File: config.mk
export PLATFORM = sky130hd
export DESIGN_NAME = mem_port_arbiter_flat
export DESIGN_NICKNAME = d
export VERILOG_FILES = /design/src/rtl/mem_port_arbiter_if.sv /design/src/rtl/mem_port_arbiter.sv /design/src/flat_wrapper.sv
export SDC_FILE = /design/constraint.sdc
export NUM_CORES = 1
export LEC_CHECK = 0
export CAP_MARGIN = 15
export CORE_ASPECT_RATIO = 2
export CORE_MARGIN = 1
export CORE_UTILIZATION = 40
export CTS_BUF_LIST = sky130_fd_sc_hd__clkbuf_2
export DETAILED_ROUTE_END_ITERATION = 8
export PLACE_DENSITY_LB_ADDON = 0.15
export SKIP_LAST_GASP = 1
export SLEW_MARGIN = 20
export SYNTH_ARGS = -nofsm -noshare
export SYNTH_HDL_FRONTEND = slang
export SYNTH_SLANG_ARGS = --single-unit
File: constraint.sdc
create_clock -name clock -period 2.6 [get_ports clock]
set_clock_uncertainty 0.15 [all_clocks]
set_input_delay 0.52 -clock clock [delete_from_list [all_inputs] [get_ports clock]]
set_output_delay 0.52 -clock clock [all_outputs]
set_load 0.1 [all_outputs]
File: src/rtl/mem_port_arbiter_if.sv
// CPU / I/O / RAM bundle for the shared LC-3 memory port arbiter.
// slave is the arbiter view; master is the requester/RAM side.
interface mem_port_arbiter_if #(
  parameter int ADDR_W = 16,
  parameter int DATA_W = 16
);
  logic              cpu_req;
  logic              cpu_we;
  logic [ADDR_W-1:0] cpu_addr;
  logic [DATA_W-1:0] cpu_wdata;
  logic              cpu_ack;
  logic [DATA_W-1:0] cpu_rdata;
  logic              io_req;
  logic              io_we;
  logic [ADDR_W-1:0] io_addr;
  logic [DATA_W-1:0] io_wdata;
  logic              io_ack;
  logic [DATA_W-1:0] io_rdata;
  logic              mem_read;
  logic              mem_write;
  logic [ADDR_W-1:0] mem_addr;
  logic [DATA_W-1:0] mem_wdata;
  logic [DATA_W-1:0] mem_rdata;
  logic              grant_io;

  modport slave (
    input  cpu_req, cpu_we, cpu_addr, cpu_wdata,
    input  io_req, io_we, io_addr, io_wdata,
    input  mem_rdata,
    output cpu_ack, cpu_rdata, io_ack, io_rdata,
    output mem_read, mem_write, mem_addr, mem_wdata,
    output grant_io
  );

  modport master (
    output cpu_req, cpu_we, cpu_addr, cpu_wdata,
    output io_req, io_we, io_addr, io_wdata,
    output mem_rdata,
    input  cpu_ack, cpu_rdata, io_ack, io_rdata,
    input  mem_read, mem_write, mem_addr, mem_wdata,
    input  grant_io
  );
endinterface

File: src/rtl/mem_port_arbiter.sv
// Round-robin CPU / I/O arbiter sequencing fixed-latency LC-3 RAM accesses.
// IDLE grants, BUSY holds the strobe MEM_LAT cycles, RESP pulses the ack.
module mem_port_arbiter #(
  parameter int ADDR_W  = 16,
  parameter int DATA_W  = 16,
  parameter int MEM_LAT = 2
) (
  input  logic          clock,
  input  logic          reset,
  mem_port_arbiter_if.slave bus
);
  localparam logic [1:0] IDLE = 2'd0;
  localparam logic [1:0] BUSY = 2'd1;
  localparam logic [1:0] RESP = 2'd2;
  localparam logic [3:0] LAT_M1 = 4'(MEM_LAT - 1);

  logic [1:0]        state_q, state_d;
  logic [3:0]        cnt_q, cnt_d;
  logic              we_q, we_d;
  logic              gio_q, gio_d;
  logic              last_io_q, last_io_d;
  logic              rd_q, rd_d;
  logic              wr_q, wr_d;
  logic              cack_q, cack_d;
  logic              iack_q, iack_d;
  logic [ADDR_W-1:0] addr_q, addr_d;
  logic [DATA_W-1:0] wdata_q, wdata_d;
  logic [DATA_W-1:0] crd_q, crd_d;
  logic [DATA_W-1:0] ird_q, ird_d;
  logic              pick_io;

  // I/O wins only when alone, or on a tie when the CPU won last
  assign pick_io = bus.io_req && (!bus.cpu_req || !last_io_q);

  always_comb begin
    state_d   = state_q;
    cnt_d     = cnt_q;
    we_d      = we_q;
    gio_d     = gio_q;
    last_io_d = last_io_q;
    addr_d    = addr_q;
    wdata_d   = wdata_q;
    crd_d     = crd_q;
    ird_d     = ird_q;
    rd_d      = 1'b0;
    wr_d      = 1'b0;
    cack_d    = 1'b0;
    iack_d    = 1'b0;
    unique case (state_q)
      IDLE: begin
        if (bus.cpu_req || bus.io_req) begin
          state_d   = BUSY;
          cnt_d     = LAT_M1;
          gio_d     = pick_io;
          last_io_d = pick_io;
          we_d      = pick_io ? bus.io_we : bus.cpu_we;
          addr_d    = pick_io ? bus.io_addr : bus.cpu_addr;
          wdata_d   = pick_io ? bus.io_wdata : bus.cpu_wdata;
          rd_d      = !we_d;
          wr_d      = we_d;
        end
      end
      BUSY: begin
        if (cnt_q == 4'd0) begin
          state_d = RESP;
          cack_d  = !gio_q;
          iack_d  = gio_q;
          if (!we_q && gio_q)  ird_d = bus.mem_rdata;
          if (!we_q && !gio_q) crd_d = bus.mem_rdata;
        end else begin
          cnt_d = cnt_q - 4'd1;
          rd_d  = !we_q;
          wr_d  = we_q;
        end
      end
      RESP: state_d = IDLE;
      default: state_d = IDLE;
    endcase
  end

  always_ff @(posedge clock) begin
    if (reset) begin
      state_q   <= IDLE;
      cnt_q     <= '0;
      we_q      <= 1'b0;
      gio_q     <= 1'b0;
      last_io_q <= 1'b1;
      rd_q      <= 1'b0;
      wr_q      <= 1'b0;
      cack_q    <= 1'b0;
      iack_q    <= 1'b0;
      addr_q    <= '0;
      wdata_q   <= '0;
      crd_q     <= '0;
      ird_q     <= '0;
    end else begin
      state_q   <= state_d;
      cnt_q     <= cnt_d;
      we_q      <= we_d;
      gio_q     <= gio_d;
      last_io_q <= last_io_d;
      rd_q      <= rd_d;
      wr_q      <= wr_d;
      cack_q    <= cack_d;
      iack_q    <= iack_d;
      addr_q    <= addr_d;
      wdata_q   <= wdata_d;
      crd_q     <= crd_d;
      ird_q     <= ird_d;
    end
  end

  assign bus.cpu_ack   = cack_q;
  assign bus.io_ack    = iack_q;
  assign bus.cpu_rdata = crd_q;
  assign bus.io_rdata  = ird_q;
  assign bus.mem_read  = rd_q;
  assign bus.mem_write = wr_q;
  assign bus.mem_addr  = addr_q;
  assign bus.mem_wdata = wdata_q;
  assign bus.grant_io  = gio_q;
endmodule

File: src/flat_wrapper.sv
// flat-port wrapper written by rule: the top's interface ports become plain ports
module mem_port_arbiter_flat 
#(
  parameter int ADDR_W  = 16,
  parameter int DATA_W  = 16,
  parameter int MEM_LAT = 2
)
  (clock, reset, bus_cpu_req, bus_cpu_we, bus_cpu_addr, bus_cpu_wdata, bus_io_req, bus_io_we, bus_io_addr, bus_io_wdata, bus_mem_rdata, bus_cpu_ack, bus_cpu_rdata, bus_io_ack, bus_io_rdata, bus_mem_read, bus_mem_write, bus_mem_addr, bus_mem_wdata, bus_grant_io);
  mem_port_arbiter_if #(.ADDR_W(ADDR_W), .DATA_W(DATA_W)) bus_i ();
  input  logic clock;
  input  logic reset;
  input wire logic [$bits(bus_i.cpu_req)-1:0] bus_cpu_req;
  input wire logic [$bits(bus_i.cpu_we)-1:0] bus_cpu_we;
  input wire logic [$bits(bus_i.cpu_addr)-1:0] bus_cpu_addr;
  input wire logic [$bits(bus_i.cpu_wdata)-1:0] bus_cpu_wdata;
  input wire logic [$bits(bus_i.io_req)-1:0] bus_io_req;
  input wire logic [$bits(bus_i.io_we)-1:0] bus_io_we;
  input wire logic [$bits(bus_i.io_addr)-1:0] bus_io_addr;
  input wire logic [$bits(bus_i.io_wdata)-1:0] bus_io_wdata;
  input wire logic [$bits(bus_i.mem_rdata)-1:0] bus_mem_rdata;
  output wire logic [$bits(bus_i.cpu_ack)-1:0] bus_cpu_ack;
  output wire logic [$bits(bus_i.cpu_rdata)-1:0] bus_cpu_rdata;
  output wire logic [$bits(bus_i.io_ack)-1:0] bus_io_ack;
  output wire logic [$bits(bus_i.io_rdata)-1:0] bus_io_rdata;
  output wire logic [$bits(bus_i.mem_read)-1:0] bus_mem_read;
  output wire logic [$bits(bus_i.mem_write)-1:0] bus_mem_write;
  output wire logic [$bits(bus_i.mem_addr)-1:0] bus_mem_addr;
  output wire logic [$bits(bus_i.mem_wdata)-1:0] bus_mem_wdata;
  output wire logic [$bits(bus_i.grant_io)-1:0] bus_grant_io;
  assign bus_i.cpu_req = bus_cpu_req;
  assign bus_i.cpu_we = bus_cpu_we;
  assign bus_i.cpu_addr = bus_cpu_addr;
  assign bus_i.cpu_wdata = bus_cpu_wdata;
  assign bus_i.io_req = bus_io_req;
  assign bus_i.io_we = bus_io_we;
  assign bus_i.io_addr = bus_io_addr;
  assign bus_i.io_wdata = bus_io_wdata;
  assign bus_i.mem_rdata = bus_mem_rdata;
  assign bus_cpu_ack = bus_i.cpu_ack;
  assign bus_cpu_rdata = bus_i.cpu_rdata;
  assign bus_io_ack = bus_i.io_ack;
  assign bus_io_rdata = bus_i.io_rdata;
  assign bus_mem_read = bus_i.mem_read;
  assign bus_mem_write = bus_i.mem_write;
  assign bus_mem_addr = bus_i.mem_addr;
  assign bus_mem_wdata = bus_i.mem_wdata;
  assign bus_grant_io = bus_i.grant_io;
  mem_port_arbiter #(.ADDR_W(ADDR_W), .DATA_W(DATA_W), .MEM_LAT(MEM_LAT)) u_core (.clock(clock), .reset(reset), .bus(bus_i));
endmodule
### After elaboration in Yosys (flattened, before gate mapping)

Index checks and enable logic that the tools add are counted.

* register bits after elaboration: 77
* latch bits: 0
* memory bits (writable): 0
* bits in read-only memories: 0
* output and inout bits: 69
* memories: 0

* $add $sub $neg: 1
* multiply operators: 0
* divide/modulo/power cells: 0
* $lt $le $gt $ge: 0
* eq/ne operators: 4
* shift-type cells: 0
* muxes and demuxes: 15
* bitwise operators: 2
* reduce and logical (&&, ||, !) cells: 19

Operator list (count)
* 16-bit two-way mux: 2
* 3-bit AND reduction: 3
* 4-bit two-way mux: 2
* 4-bit one-hot mux with 2 select lines: 1
* 1-bit logical NOT: 5
* 1-bit two-way mux: 5
* 4-bit logical NOT: 1
* 2-bit two-way mux: 2
* 2-bit by 1-bit inequality test with 1-bit output, second input constant: 2
* 1-bit one-hot mux with 2 select lines: 2
* 2-bit one-hot mux with 2 select lines: 1
* 2-bit AND reduction: 2
* 4-bit by 1-bit subtractor with 4-bit output, second input constant: 1
* 1-bit logical AND: 3
* 3-bit OR reduction: 1
* 2-bit by 1-bit equality test with 1-bit output, second input constant: 1
* 2-bit logical NOT: 1
* 1-bit logical OR: 2
* 2-bit inequality test, second input constant: 1
* 1-bit NOT: 2
* 2-bit nonzero test: 1

### Depth between registers and ports, before layout

Gate-level depths: netlist of run 1.

* depth after elaboration: 7
* gate-level depth with buffers: 9
* gate-level depth less buffers: 6

### Least setup slack after synthesis of run 1

OpenSTA, ideal clock, no wires.

* kind: register -> register
* start point: reg u_core.gio_q (netlist: u_core.bus.grant_io)
* end point: reg u_core.ird_q[10] (netlist: u_core.bus.io_rdata[10])
* library setup time: 0.141 ns
* arrival time: 2.221 ns
* required time: 2.309 ns
* setup slack: 0.089 ns
* stages on the path, launching flop included: 7
* buffers on the path: 2
* path through: dfxtp_1 inv_1 or4_4 buf_6 buf_12 nand2_2 a21oi_2

* cells in the longest elaborated chain, start to end: 2

RTL lines
* start, declared: line mem_port_arbiter.sv:20 `logic gio_q, gio_d;`
* start signal, assigned: line mem_port_arbiter.sv:100 `gio_q <= gio_d;`
* 1-bit logical AND: line mem_port_arbiter.sv:68 `if (!we_q && gio_q) ird_d = bus.mem_rdata;`
* 3-bit AND reduction (no source line)
* end signal, assigned: line mem_port_arbiter.sv:109 `ird_q <= ird_d;`
* end, declared: line mem_port_arbiter.sv:29 `logic [DATA_W-1:0] ird_q, ird_d;`

No other way between the ends.
A chain may end at the register's enable or synchronous reset.

### Worst setup path in the final report of run 1

* start point: reg u_core.cnt_q[0]
* end point: reg u_core.crd_q[7] (netlist: u_core.bus.cpu_rdata[7])

* cells in the longest elaborated chain, start to end: 2

RTL lines
* start, declared: line mem_port_arbiter.sv:18 `logic [3:0] cnt_q, cnt_d;`
* start signal, assigned: line mem_port_arbiter.sv:98 `cnt_q <= cnt_d;`
* 4-bit logical NOT: line mem_port_arbiter.sv:64 `if (cnt_q == 4'd0) begin`
* 3-bit AND reduction (no source line)
* end signal, assigned: line mem_port_arbiter.sv:108 `crd_q <= crd_d;`
* end, declared: line mem_port_arbiter.sv:28 `logic [DATA_W-1:0] crd_q, crd_d;`

No other way between the ends.

==> results.yml, run 1 <==
status:
  status: "finished clean"
global_routing:
  grt_pass1_vias: 2838
  grt_pass1_wl_mm: 13.0
  grtUsageTotal_pct: 20.4
  antenna_found_initial: 0
  grt_max_degree: 40
  grt-ovfl-total: 0
synthesis:
  synth-edff-count: 0
  synth_flop_cell: "dfxtp_1"
  yosysWarnings: 0
  synth_common_cells: "dfxtp_1 (77), nand2_1 (49), mux2i_1 (33), o2bb2ai_1 (32), a21oi_2 (20)"
  ys_types: 34
  synth_largest_area_cell: "dfxtp_1"
  syn_area_um2: 3150
  synth_cells: 310
  avgSynthCellArea_um2: 10.2
  synth_top_cell_area_share_pct: 48.9
  yosysSeqAreaShare_pct: 48.9
  ys_ff_latch: 77
  ys_top_cells_by_area: "dfxtp_1 (49%), mux2i_1 (10%), o2bb2ai_1 (8.9%)"
  synthesis.nets: 398
  synth_most_common_cell: "dfxtp_1"
  async_reset_ff_share_pct: 0
pwr:
  p_seq_share_pct: 39.5
  switching_share_pct: 40.3
  switchingPower_w: 0.00138
  ir_drop_uv: 427
  finalPower_w: 0.00343
  p_comb_share_pct: 37.0
  cellInternalPower_w: 0.00205
  p_leak_nw: 1.86
  clkPwrFrac_pct: 23.5
  power_density_nw_per_um2: 725
die:
  die_w_um: 64.7
  dieArea_um2: 8250
  rows: 45
  initial_core_util_pct: 41.4
  ios: 155
  coreArea_um2: 7600
  die_y_um: 127
placed_design:
  gp_congestion: 0.758
  portBuffers: 154
  place_hpwl_mm: 5.90
clocking:
  clock_latency_ns: 0.52
  cts.reportedPaths.clkPinSlew_ns: 0.20
  root_buffer: "clkbuf_2"
  cts_buffers: 9
  cts_setup_buffers: 0
  clock-sinks: 77
  ctsResizeCount: 0
  htreeDepth: 3
  postCtsHoldBufs: 0
  tritoncts: "built"
  cts_buffer_depth: 2
timing:
  rsz0062_at_grt: "false"
  tightestPinTransition_ns: 0.517
  period_needed_ns: 2.27
  finalCritPeriodShare_pct: 87.5
  hold_viol_final: 0
  fmax_mhz: 440
  maxSlewHeadroom_pct: 65.6
  setup_tns_ns: 0
  slew_viol_final: 0
  setup_viol: 0
critical_path:
  critical_path_class: "reg2reg"
  path_delay_family: "simple AND/OR/NAND/NOR gates"
  r2r_end: "u_core.bus.cpu_rdata[7]$_SDFFE_PP0P_"
  slowest_stage: "or4_4"
  reg2reg_from: "u_core.cnt_q[0]$_SDFFE_PP0P_"
  regToRegSetupSlack_ns: 0.33
  required_ns: 2.84
  arrival_ns: 2.52
  r2r_cells: 6
  endpoint: "u_core.bus.cpu_rdata[7]$_SDFFE_PP0P_"
  cp.buffers_inverters: 1
  path_cells: "inv_1, ha_1, or3b_1, or4_4, nand2_2, a21oi_2"
  crit_fanout: 16
  cp-start-kind: "flop"
  crit_start: "u_core.cnt_q[0]$_SDFFE_PP0P_"
  crit_path_max_incr_delay_ns: 0.69
  cp.depth: 6
  endpoint_kind: "flop"
finish:
  n_fill_cell: 682
  syn2layout_area_growth_pct: 50.2
  n_antenna_cell: 0
  drive_gt1_share_pct: 29.6
  nets: 550
drt:
  vias: 2761
  wl_per_cell_um: 14.1
  drtIter0Drc: 126
  drt.antenna.violating_nets: 0
  dr.pass1.iters: 3
  routed_via_density: 4.93
  drc: 0
  routed_wl_mm: 7.92
job:
  cap_viol_max_count: 0
min_path:
  hp-class: "in2reg"
stage by stage:
step           hold slack (ns)  setup WS, ns  util (%)  area (um2)  std cells
2_1_floorplan            0.283        0.0889         -        3150        310
3_3_place_gp             0.293         0.426      60.3        4580        545
3_5_place_dp             0.297         0.353      60.3        4580        545
4_1_cts                 0.0201         0.321      62.2        4730        560
5_1_grt                 0.0347         0.229      62.2        4730        560
6_report                0.0525         0.326      62.2        4730        560
cell families (layout without fill, tap and decap cells):
| group | count (synthesis) | count (layout) | share of synthesized area [%] |
|---|---|---|---|
| xor+xnor | 2 | 2 | 0.556 |
| fa+ha+maj | 2 | 2 | 0.794 |
| buf+inv | 25 | 181 | 4.85 |
| flops | 77 | 77 | 48.9 |
| mux | 33 | 33 | 10.5 |
| simple gates | 100 | 100 | 16.6 |
| compound gates | 71 | 71 | 17.8 |
worst min-delay path by stage:
| stage | from | to | slack, ns | depth (start not counted) |
|---|---|---|---|---|
| finish | reset | u_core.we_q$_SDFFE_PP0P_ | 0.05 | 2 |
| global route | reset | u_core.we_q$_SDFFE_PP0P_ | 0.03 | 2 |
| CTS | reset | u_core.we_q$_SDFFE_PP0P_ | 0.02 | 2 |
| detailed placement | u_core.bus.io_rdata[15]$_SDFFE_PP0P_ | u_core.bus.io_rdata[15]$_SDFFE_PP0P_ | 0.30 | 2 |
| global placement | u_core.bus.cpu_rdata[3]$_SDFFE_PP0P_ | u_core.bus.cpu_rdata[3]$_SDFFE_PP0P_ | 0.29 | 2 |
| floorplan | u_core.last_io_q$_SDFFE_PP1P_ | u_core.last_io_q$_SDFFE_PP1P_ | 0.28 | 2 |
power by group through the flow:
stage / combinational [W] / clock [W] / sequential, W
2_1_floorplan: 0.000297 / 0 / 0.00201
3_3_place_gp: 0.00127 / 0 / 0.00138
3_5_place_dp: 0.00128 / 0 / 0.00138
4_1_cts: 0.00128 / 0.000820 / 0.00136
5_1_grt: 0.00133 / 0.000880 / 0.00137
6_report: 0.00127 / 0.000804 / 0.00135
sequential cells by signal (all words and copies together) (netlist names), 2 cells and up:
| name | cells |
|---|---|
| u_core.bus.cpu_rdata | 16 |
| u_core.bus.io_rdata | 16 |
| u_core.bus.mem_addr | 16 |
| u_core.bus.mem_wdata | 16 |
| u_core.cnt_q | 4 |
| u_core.state_q | 2 |
area by class of cell:
cell class / count / area [um2] / area share (%)
multi-input combinational: 208 / 1470 / 31.0
timing repair buffer: 163 / 1440 / 30.5
tap: 94 / 118 / 2.49
sequential: 77 / 1540 / 32.6
clock inverter: 6 / 103 / 2.17
clock buffer: 9 / 45.0 / 0.952
inverter: 3 / 11.3 / 0.238
routing by layer:
| layer | wire [um] | GRT usage (%) | vias up |
|---|---|---|---|
| li1 | - | - | 1380 |
| met1 | 3070 | 21.7 | 1257 |
| met2 | 4220 | 36.6 | 110 |
| met3 | 469 | 5.98 | 14 |
| met4 | 163 | 7.84 | 0 |
| met5 | 0 | 0 | - |
layout by cell type (no fill, tap or decap), types with 2 or more instances in the layout:
master	instances
nand2_2	19
nor2_1	6
clkdlybuf4s50_1	84
nand2_1	49
nor4_4	2
or4_4	2
bufinv_16	3
clkinv_1	2
and2_1	3
xor2_1	2
buf_4	77
clkbuf_2	9
a21oi_1	14
ha_1	2
inv_1	3
o2bb2ai_1	32
a21oi_2	20
mux2i_1	33
nand3_1	3
nor3_1	7
dfxtp_1	77
No activity file was read; power rests on OpenSTA's default activity.
==> inputs of run 2 (changes only) <==
PLACE_DENSITY = 0.8   (was not set)
PLACE_DENSITY_LB_ADDON = not set   (was 0.15)
==> run 2 against run 1 <==
Effect of this change: final area decreased by 0.24%; fmax decreased by 0.39%; total power increased by 0.21%; largest power group unchanged; core utilization decreased by 0.15 points; via count increased by 1.5%; first-iteration DRC count decreased by 15%; critical path depth unchanged; die area unchanged; sequential power about the same; sequential share of layout area increased by 0.078 points; largest cell class unchanged.
==> results.yml, run 2 (synthesized netlist as in run 1, its figures left out) <==
status:
  status: "finished clean"
finish:
  postLayoutCoreUtil_pct: 62.1
  final_common_cell: "clkdlybuf4s50_1"
  ff_latch_area_um2: 1540
  syn2layout_area_growth_pct: 49.9
  multi_input_area_um2: 1470
  n_fill_cell: 673
  n_antenna_cell: 0
  nets: 548
  final_cell_mix: "clkdlybuf4s50_1 (84), dfxtp_1 (77), buf_4 (75)"
  stdcell_count: 559
  drive_gt1_share_pct: 29.2
global_routing:
  grt_max_degree: 34
  grt-ovfl-total: 0
  antenna_found_initial: 0
  grt_pass1_wl_mm: 13.2
  grtUsageTotal_pct: 21.0
  grt_pass1_vias: 2819
critical_path:
  critical_path_class: "reg2reg"
  cp-start-kind: "flop"
  r2r_end: "u_core.bus.cpu_rdata[2]$_SDFFE_PP0P_"
  regToRegSetupSlack_ns: 0.32
  endpoint_kind: "flop"
  crit_start: "u_core.cnt_q[0]$_SDFFE_PP0P_"
  arrival_ns: 2.52
  r2r_cells: 6
  reg2reg_from: "u_core.cnt_q[0]$_SDFFE_PP0P_"
  endpoint: "u_core.bus.cpu_rdata[2]$_SDFFE_PP0P_"
  crit_fanout: 16
  required_ns: 2.84
pwr:
  power_density_nw_per_um2: 728
  ir_drop_uv: 439
  p_leak_nw: 1.85
die:
  dieArea_um2: 8250
  initial_core_util_pct: 41.4
  die_y_um: 127
  coreArea_um2: 7600
  rows: 45
  ios: 155
  die_w_um: 64.7
timing:
  hold_viol_final: 0
  finalCritPeriodShare_pct: 87.8
  setup_tns_ns: 0
  fmax_mhz: 438
  slew_viol_final: 0
  period_needed_ns: 2.28
  setup_viol: 0
  maxSlewHeadroom_pct: 70.3
  tightestPinTransition_ns: 0.446
  rsz0062_at_grt: "false"
clocking:
  clock_latency_ns: 0.51
  clock-sinks: 77
  cts_buffer_depth: 2
  htreeDepth: 3
  cts_setup_buffers: 0
  ctsResizeCount: 0
  postCtsHoldBufs: 0
  root_buffer: "clkbuf_2"
  cts.reportedPaths.clkPinSlew_ns: 0.19
  cts_buffers: 9
  tritoncts: "built"
placed_design:
  gp_congestion: 0.809
  place_hpwl_mm: 6.18
  portBuffers: 154
  place_inst: 543
job:
  cap_viol_max_count: 0
min_path:
  holdPathStages: 2
  hp-class: "in2reg"
drt:
  dr.pass1.iters: 5
  routed_via_density: 5.01
  wl_per_cell_um: 14.5
  drtIter0Drc: 107
  vias: 2803
  drt.antenna.violating_nets: 0
  routed_wl_mm: 8.11
  drc: 0
==> run 2: changes by cell type in the layout (fill, tap and decap cells not counted), sizes merged <==
cell and delta:
buf -2, clkbuf +1
==> run 2: metrics by stage <==
| stage | hold WS (ns) | area [um2] | total power (W) | setup WS (ns) |
|---|---|---|---|---|
| 3_5_place_dp | 0.298 | 4570 | 0.00265 | 0.355 |
| 3_3_place_gp | 0.293 | 4570 | 0.00263 | 0.429 |
| 4_1_cts | 0.0766 | 4720 | 0.00347 | 0.315 |
| 6_report | 0.150 | 4720 | 0.00344 | 0.317 |
| 2_1_floorplan | 0.283 | 3150 | 0.00231 | 0.0889 |
| 5_1_grt | 0.0846 | 4720 | 0.00358 | 0.187 |
==> run 2: routing by layer <==
metal	track usage [%]	vias up	part of all wire, %
met5	0	-	0
met4	7.32	0	1.3
met3	6.96	12	7.0
met2	39.0	123	55
met1	21.1	1285	36
li1	-	1383	-
==> run 2: worst min path at each step <==
stage                                          start                               endpoint
2_1_floorplan          u_core.last_io_q$_SDFFE_PP1P_          u_core.last_io_q$_SDFFE_PP1P_
3_3_place_gp    u_core.bus.cpu_rdata[4]$_SDFFE_PP0P_   u_core.bus.cpu_rdata[4]$_SDFFE_PP0P_
3_5_place_dp   u_core.bus.mem_wdata[14]$_SDFFE_PP0P_  u_core.bus.mem_wdata[14]$_SDFFE_PP0P_
4_1_cts                                        reset       u_core.bus.grant_io$_SDFFE_PP0P_
5_1_grt                                        reset       u_core.bus.grant_io$_SDFFE_PP0P_
6_report                                       reset       u_core.bus.grant_io$_SDFFE_PP0P_
==> run 2: report_power, final <==
part           switching [W]  internal (W)  leakage, nW
registers          0.0000731       0.00128        0.629
logic               0.000914      0.000355         1.14
clock network       0.000398      0.000410       0.0886
==> run 2: critical path, stage by stage, from the launching register on <==
cell     delay, ns
dfxtp_1       0.39
inv_1         0.10
ha_1          0.15
or3b_1        0.49
or4_4         0.69
nand2_1       0.12
a21oi_1       0.07
==> run 2: layout make-up <==
class | count | area share [%]
tap | 94 | 2.49
clock inverter | 6 | 2.15
clock buffer | 10 | 1.06
multi-input combinational | 208 | 31.1
sequential | 77 | 32.7
inverter | 3 | 0.239
timing repair buffer | 161 | 30.3
==> inputs of run 3 (changes only) <==
CORE_MARGIN = 3   (was 1)
==> run 3 against run 2 <==
Effect of this change: register-to-register slack about the same; non-clock buffer count up 1; total power fell by 9.8%; largest power group unchanged.
==> results.yml, run 3 (synthesized netlist as in run 1, its figures left out) <==
finish:
  drive_gt1_share_pct: 29.2
  final_cell_mix: "clkdlybuf4s50_1 (84), buf_4 (77), dfxtp_1 (77)"
  syn2layout_area_growth_pct: 47.2
  n_fill_cell: 692
  nets: 549
  final_common_cell: "clkdlybuf4s50_1"
  postLayoutCoreUtil_pct: 61.0
  n_antenna_cell: 0
clocking:
  cts_buffer_depth: 2
  tritoncts: "built"
  cts_buffers: 9
  clock-sinks: 77
  clock_latency_ns: 0.50
  ctsResizeCount: 0
  htreeDepth: 3
  postCtsHoldBufs: 0
  root_buffer: "clkbuf_2"
  cts.reportedPaths.clkPinSlew_ns: 0.18
  cts_setup_buffers: 0
global_routing:
  grt_pass1_vias: 2894
  grt-ovfl-total: 0
  grt_max_degree: 34
  grtUsageTotal_pct: 18.3
  grt_pass1_wl_mm: 12.8
  antenna_found_initial: 0
critical_path:
  cp-start-kind: "flop"
  r2r_cells: 6
  reg2reg_from: "u_core.cnt_q[0]$_SDFFE_PP0P_"
  critical_path_class: "reg2reg"
  arrival_ns: 2.50
  crit_start: "u_core.cnt_q[0]$_SDFFE_PP0P_"
  regToRegSetupSlack_ns: 0.32
  endpoint: "u_core.bus.cpu_rdata[2]$_SDFFE_PP0P_"
  r2r_end: "u_core.bus.cpu_rdata[2]$_SDFFE_PP0P_"
  endpoint_kind: "flop"
  crit_path_max_incr_delay_ns: 0.69
  required_ns: 2.82
  slowest_stage: "or4_4"
  path_cells: "inv_1, ha_1, or3b_1, or4_4, nand2_1, a21oi_1"
  crit_fanout: 16
drt:
  wl_per_cell_um: 14.3
  routed_wl_mm: 8.02
  dr.pass1.iters: 4
  drt.antenna.violating_nets: 0
  routed_via_density: 4.90
  drtIter0Drc: 88
  vias: 2740
  drc: 0
pwr:
  power_density_nw_per_um2: 669
  ir_drop_uv: 423
  p_leak_nw: 1.82
  finalPower_w: 0.00310
die:
  coreArea_um2: 7600
  rows: 45
  ios: 155
  dieArea_um2: 9040
  die_w_um: 68.7
  initial_core_util_pct: 41.4
  die_y_um: 131
timing:
  hold_viol_final: 0
  fmax_mhz: 439
  tightestPinTransition_ns: 0.447
  rsz0062_at_grt: "false"
  setup_tns_ns: 0
  setup_viol: 0
  whs_ns: 0.166
  maxSlewHeadroom_pct: 70.2
  period_needed_ns: 2.28
  finalCritPeriodShare_pct: 87.6
  slew_viol_final: 0
min_path:
  hp-class: "in2reg"
placed_design:
  portBuffers: 154
  gp_congestion: 0.776
  place_hpwl_mm: 6.29
status:
  status: "finished clean"
job:
  cap_viol_max_count: 0
-- run 3: power by group --
part	internal [W]	switching [W]
sequential	0.00128	0.0000709
clock	0.000118	0.000363
combinational	0.000353	0.000910
-- run 3: worst max-delay path: cells and delay by family (launching register included) --
kind | cells | cell delay, ns
adder cells (fa/ha/maj) | 1 | 0.16
AO/OA/AOI/OAI | 1 | 0.07
flip-flops | 1 | 0.37
buffers and inverters | 1 | 0.08
AND/OR/NAND/NOR | 3 | 1.32
-- run 3: per-stage QoR --
step	instance area (um2)	setup WS [ns]	std cells
3_5_place_dp	4560	0.329	544
5_1_grt	4630	0.213	559
6_report	4630	0.323	559
3_3_place_gp	4560	0.407	544
2_1_floorplan	3150	0.0889	310
4_1_cts	4630	0.304	559
-- run 3: area by class of cell --
class                   count  area [um2]  share of cell area, %
multi-input cells         208        1470                   31.7
well taps                  94         118                   2.54
repair buffers            162        1420                   30.7
flip-flops and latches     77        1540                   33.3
clock inverters             4        16.3                  0.351
clock buffers              11        55.1                   1.19
inverters                   3        11.3                  0.243
-- run 3: worst min-delay path by stage --
stage | from | cells after the start | end | slack, ns
5_1_grt | reset | 2 | u_core.cnt_q[0]$_SDFFE_PP0P_ | 0.13
4_1_cts | reset | 2 | u_core.bus.grant_io$_SDFFE_PP0P_ | 0.11
6_report | reset | 2 | u_core.cnt_q[1]$_SDFFE_PP0P_ | 0.17
3_5_place_dp | u_core.bus.mem_addr[14]$_SDFFE_PP0P_ | 1 | u_core.bus.mem_addr[14]$_SDFFE_PP0P_ | 0.30
3_3_place_gp | u_core.bus.cpu_rdata[3]$_SDFFE_PP0P_ | 2 | u_core.bus.cpu_rdata[3]$_SDFFE_PP0P_ | 0.29
2_1_floorplan | u_core.last_io_q$_SDFFE_PP1P_ | 2 | u_core.last_io_q$_SDFFE_PP1P_ | 0.28
-- run 3: metal layers --
layer | wire length, um | track usage (%) | vias up
met1 | 2920 | 18.3 | 1231
met4 | 141 | 7.17 | 0
li1 | - | - | 1379
met2 | 4310 | 33.4 | 120
met5 | 0 | 0 | -
met3 | 655 | 5.30 | 10
